$ cat src/rtl/systolic_feeder.sv
// Skews two buffered N x N matrices into a systolic array: row i of X and column j of W
// enter lane i/j delayed by i/j steps. Define SYSTOLIC_FEEDER_WT_EN for column-wise W writes.
module systolic_feeder_lane #(
  parameter int N    = 4,
  parameter int DW   = 8,
  parameter int LANE = 0,
  parameter int SW   = 4
) (
  input  logic [SW-1:0]         step_i,
  input  logic [N-1:0][DW-1:0]  row_i,
  input  logic [N-1:0][DW-1:0]  col_i,
  output logic [DW-1:0]         x_o,
  output logic [DW-1:0]         w_o
);
  localparam int IW = $clog2(N);
  logic [SW-1:0] diff;
  logic          hit;

  always_comb begin
    diff = step_i - SW'(LANE);
    hit  = (step_i >= SW'(LANE)) && (diff < SW'(N));
    x_o  = '0;
    w_o  = '0;
    if (hit) begin
      x_o = row_i[diff[IW-1:0]];
      w_o = col_i[diff[IW-1:0]];
    end
  end
endmodule

module systolic_feeder #(
  parameter int N  = 4,
  parameter int DW = 8
) (
  input  logic                   clk,
  input  logic                   n_rst,
  input  logic                   wr_en,
  input  logic                   wr_sel,
  input  logic [$clog2(N)-1:0]   wr_row,
  input  logic [N-1:0][DW-1:0]   wr_data,
  input  logic                   go,
  input  logic                   stall,
  output logic [N-1:0][DW-1:0]   x_out,
  output logic [N-1:0][DW-1:0]   w_out,
  output logic                   start_out,
  output logic                   busy,
  output logic                   done
);
  localparam int SW = $clog2(3*N);

  typedef enum logic [1:0] {IDLE, FEED, FLUSH, DONE} state_t;

  state_t                          state_q;
  logic [SW-1:0]                   s_q, step_nxt;
  logic [N-1:0][N-1:0][DW-1:0]     xb_q, xb_d, wb_q, wb_d;
  logic [N-1:0][DW-1:0]            x_q, w_q, lane_x, lane_w;
  logic                            start_q, busy_q, done_q;

  // Buffers only accept writes in IDLE; lanes read the post-write view so a
  // write coincident with go is already visible at step 0.
  always_comb begin
    xb_d = xb_q;
    wb_d = wb_q;
    if (wr_en && state_q == IDLE) begin
      if (!wr_sel) xb_d[wr_row] = wr_data;
      else begin
`ifdef SYSTOLIC_FEEDER_WT_EN
        for (int k = 0; k < N; k++) wb_d[k][wr_row] = wr_data[k];
`else
        wb_d[wr_row] = wr_data;
`endif
      end
    end
  end

  assign step_nxt = (state_q == IDLE) ? '0 : s_q + SW'(1);

  for (genvar j = 0; j < N; j++) begin : g_lane
    logic [N-1:0][DW-1:0] wcol;
    for (genvar r = 0; r < N; r++) begin : g_col
      assign wcol[r] = wb_d[r][j];
    end
    systolic_feeder_lane #(.N(N), .DW(DW), .LANE(j), .SW(SW)) u_lane (
      .step_i (step_nxt),
      .row_i  (xb_d[j]),
      .col_i  (wcol),
      .x_o    (lane_x[j]),
      .w_o    (lane_w[j])
    );
  end

  always_ff @(posedge clk or negedge n_rst) begin
    if (!n_rst) begin
      state_q <= IDLE;
      s_q     <= '0;
      xb_q    <= '0;
      wb_q    <= '0;
      x_q     <= '0;
      w_q     <= '0;
      start_q <= 1'b0;
      busy_q  <= 1'b0;
      done_q  <= 1'b0;
    end else begin
      xb_q <= xb_d;
      wb_q <= wb_d;
      case (state_q)
        IDLE: if (go) begin
          state_q <= FEED;
          s_q     <= '0;
          x_q     <= lane_x;
          w_q     <= lane_w;
          start_q <= 1'b1;
          busy_q  <= 1'b1;
        end
        FEED: if (!stall) begin
          s_q     <= step_nxt;
          x_q     <= lane_x;
          w_q     <= lane_w;
          start_q <= 1'b0;
          if (s_q == SW'(2*N-2)) state_q <= FLUSH;
        end
        FLUSH: if (!stall) begin
          if (s_q == SW'(3*N-2)) begin
            state_q <= DONE;
            s_q     <= '0;
            x_q     <= '0;
            w_q     <= '0;
            busy_q  <= 1'b0;
            done_q  <= 1'b1;
          end else begin
            s_q <= step_nxt;
            x_q <= lane_x;
            w_q <= lane_w;
          end
        end
        default: begin
          state_q <= IDLE;
          done_q  <= 1'b0;
        end
      endcase
    end
  end

  assign x_out     = x_q;
  assign w_out     = w_q;
  assign start_out = start_q;
  assign busy      = busy_q;
  assign done      = done_q;
endmodule

$ cat config.mk
export PLATFORM = sky130hd
export DESIGN_NAME = systolic_feeder
export DESIGN_NICKNAME = d
export VERILOG_FILES = /design/src/rtl/systolic_feeder.sv
export SDC_FILE = /design/constraint.sdc
export NUM_CORES = 1
export LEC_CHECK = 0
export BUFFER_PORTS_ARGS = -buffer_cell sky130_fd_sc_hd__buf_4
export CAP_MARGIN = 40
export CORE_MARGIN = 5
export CORE_UTILIZATION = 57
export CTS_BUF_LIST = sky130_fd_sc_hd__clkbuf_4 sky130_fd_sc_hd__clkbuf_8
export DETAILED_ROUTE_END_ITERATION = 8
export PLACE_DENSITY_LB_ADDON = 0.15
export SYNTH_ARGS = -nofsm -noshare
export SYNTH_HDL_FRONTEND = slang
export SYNTH_HIERARCHICAL = 1
export SYNTH_SLANG_ARGS = --single-unit
$ cat constraint.sdc
create_clock -name clk -period 3.2 [get_ports clk]
set_input_delay 0.64 -clock clk [delete_from_list [all_inputs] [get_ports clk]]
set_output_delay 0.64 -clock clk [all_outputs]
set_load 0.02 [all_outputs]
Word level (Yosys, flattened, before mapping)
Index checks and enable logic that the tools add are counted.
{ "classes": {"add_sub_neg": 4, "n_reduce_logical": 16, "n_bitwise": 1, "n_eq_ne": 9, "order_cmp": 14, "n_mux": 63} }
{ "op_table": {"columns": ["operator", "count"], "rows": [
  ["$mux 128", 4],
  ["$mux 32", 9],
  ["$bwmux 128", 2],
  ["$pmux 32 s3", 2],
  ["$bmux 8 s2", 8],
  ["$mux 8", 16],
  ["$demux 32 s2", 1],
  ["$mux 4", 5],
  ["$lt 4x3->1 const B", 4],
  ["$lt 2x3->1 const B", 5],
  ["$pmux 4 s3", 1],
  ["$mux 2", 5],
  ["$ne 2x2->1 const B", 5],
  ["$ge 4x1->1 const B", 2],
  ["$ge 4x2->1 const B", 2],
  ["$reduce_and 4->1", 2],
  ["$sub 4x2->4 const B", 2],
  ["$logic_and 1x1->1", 6],
  ["$mux 1", 6],
  ["$pmux 1 s2", 3],
  ["$pmux 2 s3", 1],
  ["$reduce_and 3->1", 2],
  ["$reduce_and 5->1", 1],
  ["$add 4x1->4 const B", 1],
  ["11 further kinds", 12]
]} }
{ "totals": {"elab_cells": 152, "ff_bits": 329, "inputBits": 40} }

Logic depth before layout (Yosys ltp)
{ "depth": {"ltp_word": 13, "mapped_depth": 14, "depth_no_buf": 10} }

Modules after synthesis
The synthesis kept the hierarchy.
{ "by_module_without_submodules": {"columns": ["module", "n_inst", "cells_each", "seq_area_each_um2", "area_per_inst_um2"], "rows": [
  ["systolic_feeder", 1, 893, 8232.9, 12608.3],
  ["systolic_feeder_lane (g_lane[1].u_lane)", 1, 46, 0.0, 680.7],
  ["systolic_feeder_lane (g_lane[3].u_lane)", 1, 44, 0.0, 623.1],
  ["systolic_feeder_lane (g_lane[2].u_lane)", 1, 45, 0.0, 578.1],
  ["systolic_feeder_lane (g_lane[0].u_lane)", 1, 58, 0.0, 498.0]
]} }

Worst setup path before layout
OpenSTA, ideal clock, no wires.
{ "synth_path": {"path_kind": "register to register", "startpoint": "register state_q[0]", "endpoint": "register x_q (netlist bit x_out[13])", "setup_slack_ns": 0.119, "t_required_ns": 3.083, "synth_period_minus_slack_ns": 3.081, "path_stages_with_launch": 15, "arrival_ns": 2.964, "n_path_buf": 5, "setup_time_ns": 0.117, "path_cell_list": "dfrtp_1 -> inv_1 -> ha_1 -> buf_2 -> nor2_1 -> buf_6 -> buf_2 -> inv_1 -> ha_1 -> buf_2 -> clkbuf_1 -> mux4_2 -> nor3b_2 -> nand3_1 -> nand2_1"} }
{ "synth_rtl": {"columns": ["element", "line_no", "rtl"], "rows": [
  ["from (decl)", "53", "state_t state_q;"],
  ["from (signal assigned)", "94", "state_q <= IDLE;"],
  ["from (signal assigned)", "108", "state_q <= FEED;"],
  ["from (signal assigned)", "120", "if (s_q == SW'(2*N-2)) state_q <= FLUSH;"],
  ["to (signal assigned)", "110", "x_q <= lane_x;"],
  ["to (signal assigned)", "117", "x_q <= lane_x;"],
  ["to (signal assigned)", "132", "x_q <= lane_x;"],
  ["to (decl)", "56", "logic [N-1:0][DW-1:0] x_q, w_q, lane_x, lane_w;"]
]} }

==> results.txt <==
After technology mapping, the gate count stands at 1086. Global routing used 40.4% of the available met2 tracks. The worst setup slack for register-to-register paths is 0.25 ns. The count of TritonRoute iterations in the first routing pass is 4, and the level count of the clock H-tree is 2. The endpoint identified for the worst register-to-register timing path is w_out[13]. The global-route usage over all layers is 25.1%. At the worst endpoint, the required time is 3.65 ns. 107 I/O pins were placed.

After clock tree synthesis, the setup repair step added 0 buffers. Relative to the synthesized area, the layout overhead comes to 15.5%. Cells with a size suffix above 1 make up 44.0% of the layout. Worst relative slew slack: 50.1%. The logs give 0 for the max-capacitance violation count and 0 for the post-cts gate resize count. Clock-pin slew was measured on the worst setup and hold paths at 0.06 ns.

The wire length of the first global-routing pass came out at 57400 um. Setup TNS: 0 ns. Launching point of the worst reg2reg path: state_q[0].

In this run, synthesis inferred 0 flip-flops with an integrated enable. Of the total power, combinational logic draws 41.7%. The area occupied by multi-input gates was 6320 um2; the half-perimeter wire length after placement was 22800 um. The tools report the number of global-route vias before repair as 10024. TritonCTS built the clock tree.

For the number of buffers inserted during clock tree synthesis, the log shows 53. The number of vias per cell works out to 5.87. The final critical path takes up 92.1% of the cycle. Number of buffers and inverters on the critical path: 3. The number of antenna violations at the first check in global routing came out at 1. Entering global routing, the biggest net connects 89 pins. The critical path goes through inv_1, ha_1, buf_4, nand3b_1, nor2_4, buf_12, mux2_2, mux4_2, nor3b_2, nand3_1, nand2_1.

0 antenna diodes ended up in the layout. The biggest cell delay along the critical path works out to 0.48 ns. The longest clock path from root to sink contains 3 buffers. The tools report the worst hold slack after final layout as 0.0458 ns.

The global routing stage identified its most utilized layer as met2. The tree is rooted in a sky130_fd_sc_hd__clkbuf_8. The run gives 0 as the count of nets left with antenna violations after detail routing.

Setup repair after global routing left no endpoint under its margin. The final route contains 9315 vias. For the pin with the worst max-slew slack, the measured transition is 0.749 ns. The largest delay contributor family on the critical path is multiplexers. The DRC violation total after the first TritonRoute iteration was 542. The final count of hold timing violations came out at 0. After clock tree synthesis, the flow added hold-fix buffers numbering 0.

The tools report the portion of total power attributed to sequential cells as 37.1%. By startpoint and endpoint, the worst setup path is classified as reg -> reg. The die is 172 um wide.

The power density over the cells was 1000 nW/um2. Area enclosed by the die boundary: 29600 um2. Port buffering added 106 buffers. In this run the worst hold path is classified as in -> async. The met1 track utilization from global routing came out at 36.0%.

Registers take 8230 um2. Maximum achievable frequency: 339 MHz. The run finished with clean final reports. VDD sags by at most 1.20 mV. Internal power comes to 0.0116 W. The total overflow left after global routing is 0. Summed over all nets, the switching power comes to 0.00568 W. The tools report the final count of negative-setup-slack endpoints as 0. Subtracting the final worst setup slack from the clock period gives 2.95 ns.

The synthesized flop and latch total is 329, and the biggest fanout along the worst timing path is 32. The tools report the category of the worst setup path capture point as a register. For the post-route DRC violation count, the log shows 0. The proportion of synthesized flip-flops having asynchronous set or reset was 100%.

Counting buffers and inverters, the worst setup path is 11 cells deep. The synthesized netlist occupies a cell area of 15000 um2. For this design the static power due to leakage is 8.16 nW. The core footprint is 26000 um2. Row generation in the floorplan step produced 59 rows. The net count after synthesis came out at 1136.

The die is 172 um tall. The run gives 0 as the count of final max-slew check failures. For this run, the register share of the synthesized area comes to 54.9%.

Among all flip-flop cells after synthesis, the most frequent one is sky130_fd_sc_hd__dfrtp_1. The largest individual stage delay along the critical path comes from the cell sky130_fd_sc_hd__mux4_2. At the later pin of the worst-skew pair, clock insertion delay measures 0.58 ns. The number of cell instances on the worst register-to-register path was 11.

STA classifies the critical path startpoint as a register. Of the total power, the share spent switching nets is 32.8%. After routing the design area is 17300 um2. The count of nets after finishing was 1266. Clock tree synthesis found a total of 329 sinks.

The met3 routing resource usage after global routing is 3.75%, and the fraction of power consumed by the clock network is 21.1%. The fill cell total of the finished layout is 1948, and the worst clock skew on the final layout is 0.0311 ns. Routed wirelength normalized by instance count: 22.7 um. Wires add up to 36000 um. Yosys printed 6 warnings. Data on the critical path arrives at its endpoint at 3.40 ns. Once the floorplan was initialized, standard cells occupied 57.7% of the core. The mean post-synth cell area was 13.8 um2. The placer's final routability congestion estimate is 0.809, and the standard cell area after detailed placement is 16200 um2. Counting distinct cell types in the post-synthesis netlist gives 52.
==> state kept, by name (all words and copies together) (netlist names) <==
signal	count
wb_q	128
xb_q	128
w_out	32
x_out	32
s_q	4
state_q	2
busy	1
done	1
start_out	1
==> power groups by stage <==
stage / registers [W] / clock network, W / logic [W]
final: 0.00644 / 0.00366 / 0.00723
after CTS: 0.00644 / 0.00375 / 0.00727
after global placement: 0.00642 / 0 / 0.00709
after global routing: 0.00660 / 0.00392 / 0.00784
after detailed placement: 0.00651 / 0 / 0.00725
after floorplan: 0.00648 / 0 / 0.00543
==> synth_stat cells, drive strengths merged, types with 4 or more instances <==
cell	n	share of area [%]
a21boi	16	0.80
ha	10	0.83
dfrtp	329	55
nor2	13	0.33
clkbuf	11	0.28
mux2	257	19
nand2	134	3.4
nor2b	17	0.71
o21ai	6	0.20
buf	62	2.7
mux2i	34	2.3
mux4	48	7.6
or3	4	0.20
nor3b	16	1.1
inv	10	0.25
o22ai	16	0.67
nand3	67	2.2
==> metrics by stage <==
stage / setup slack (ns) / std cells / power (W) / utilization, %
final: 0.252 / 1588 / 0.0173 / 66.6
after global routing: 0.115 / 1588 / 0.0184 / 66.6
after CTS: 0.237 / 1588 / 0.0175 / 66.6
after detailed placement: 0.249 / 1496 / 0.0138 / 62.5
after global placement: 0.303 / 1496 / 0.0135 / 62.5
after floorplan: 0.119 / 1086 / 0.0119 / -
==> cells in the final DEF, fill, tap and decap left out, drive strengths merged, types with 3 or more instances in the layout <==
| cell type | n |
|---|---|
| mux2 | 257 |
| or3 | 4 |
| nand2b | 3 |
| nand2 | 134 |
| ha | 10 |
| inv | 11 |
| clkinv | 4 |
| mux4 | 48 |
| nand3 | 67 |
| o22ai | 16 |
| a21oi | 3 |
| nand4b | 3 |
| mux2i | 34 |
| nor3b | 16 |
| o21ai | 6 |
| o31ai | 3 |
| a21boi | 16 |
| dfrtp | 329 |
| nor2b | 17 |
| clkbuf | 87 |
| nor2 | 13 |
| buf | 148 |
| or2 | 3 |
==> kinds of logic after synthesis <==
kind of cell | share of synthesized area, %
AOI/OAI and AO/OA | 2.72
xor gates and xnor gates | 0.117
adders and majority gates | 0.835
buffers and inverters | 3.22
DFF | 54.9
muxes | 29.1
and+or+nand+nor | 9.03
==> how the worst max path moves through the flow <==
stage | startpoint | end
6_report | state_q[0] | w_out[13]
5_1_grt | state_q[0] | w_out[10]
4_1_cts | state_q[0] | w_out[13]
3_5_place_dp | state_q[0] | w_out[13]
3_3_place_gp | state_q[0] | w_out[13]
2_1_floorplan | state_q[0] | x_out[13]
==> per-layer routing <==
metal / up-vias / part of all wire [%]
li1: 4143 / -
met1: 4848 / 44
met2: 261 / 48
met3: 63 / 5.7
met4: 0 / 2.4
met5: - / 0
==> worst reg2reg max path: cells and delay by family, from the launching register on <==
family | cells | cell delay (ns)
flip-flops | 1 | 0.41
multiplexers | 2 | 0.87
adder cells (fa/ha/maj) | 1 | 0.20
buffers and inverters | 3 | 0.58
AND/OR/NAND/NOR | 5 | 0.79
==> cell type report <==
cell class	instances	area share, %
timing repair buffer	148	7.04
inverter	10	0.217
clock inverter	5	0.166
clock buffer	87	6.08
sequential	329	47.6
multi-input combinational	674	36.5
tap	335	2.42
Power figures use the tool's default switching activity.
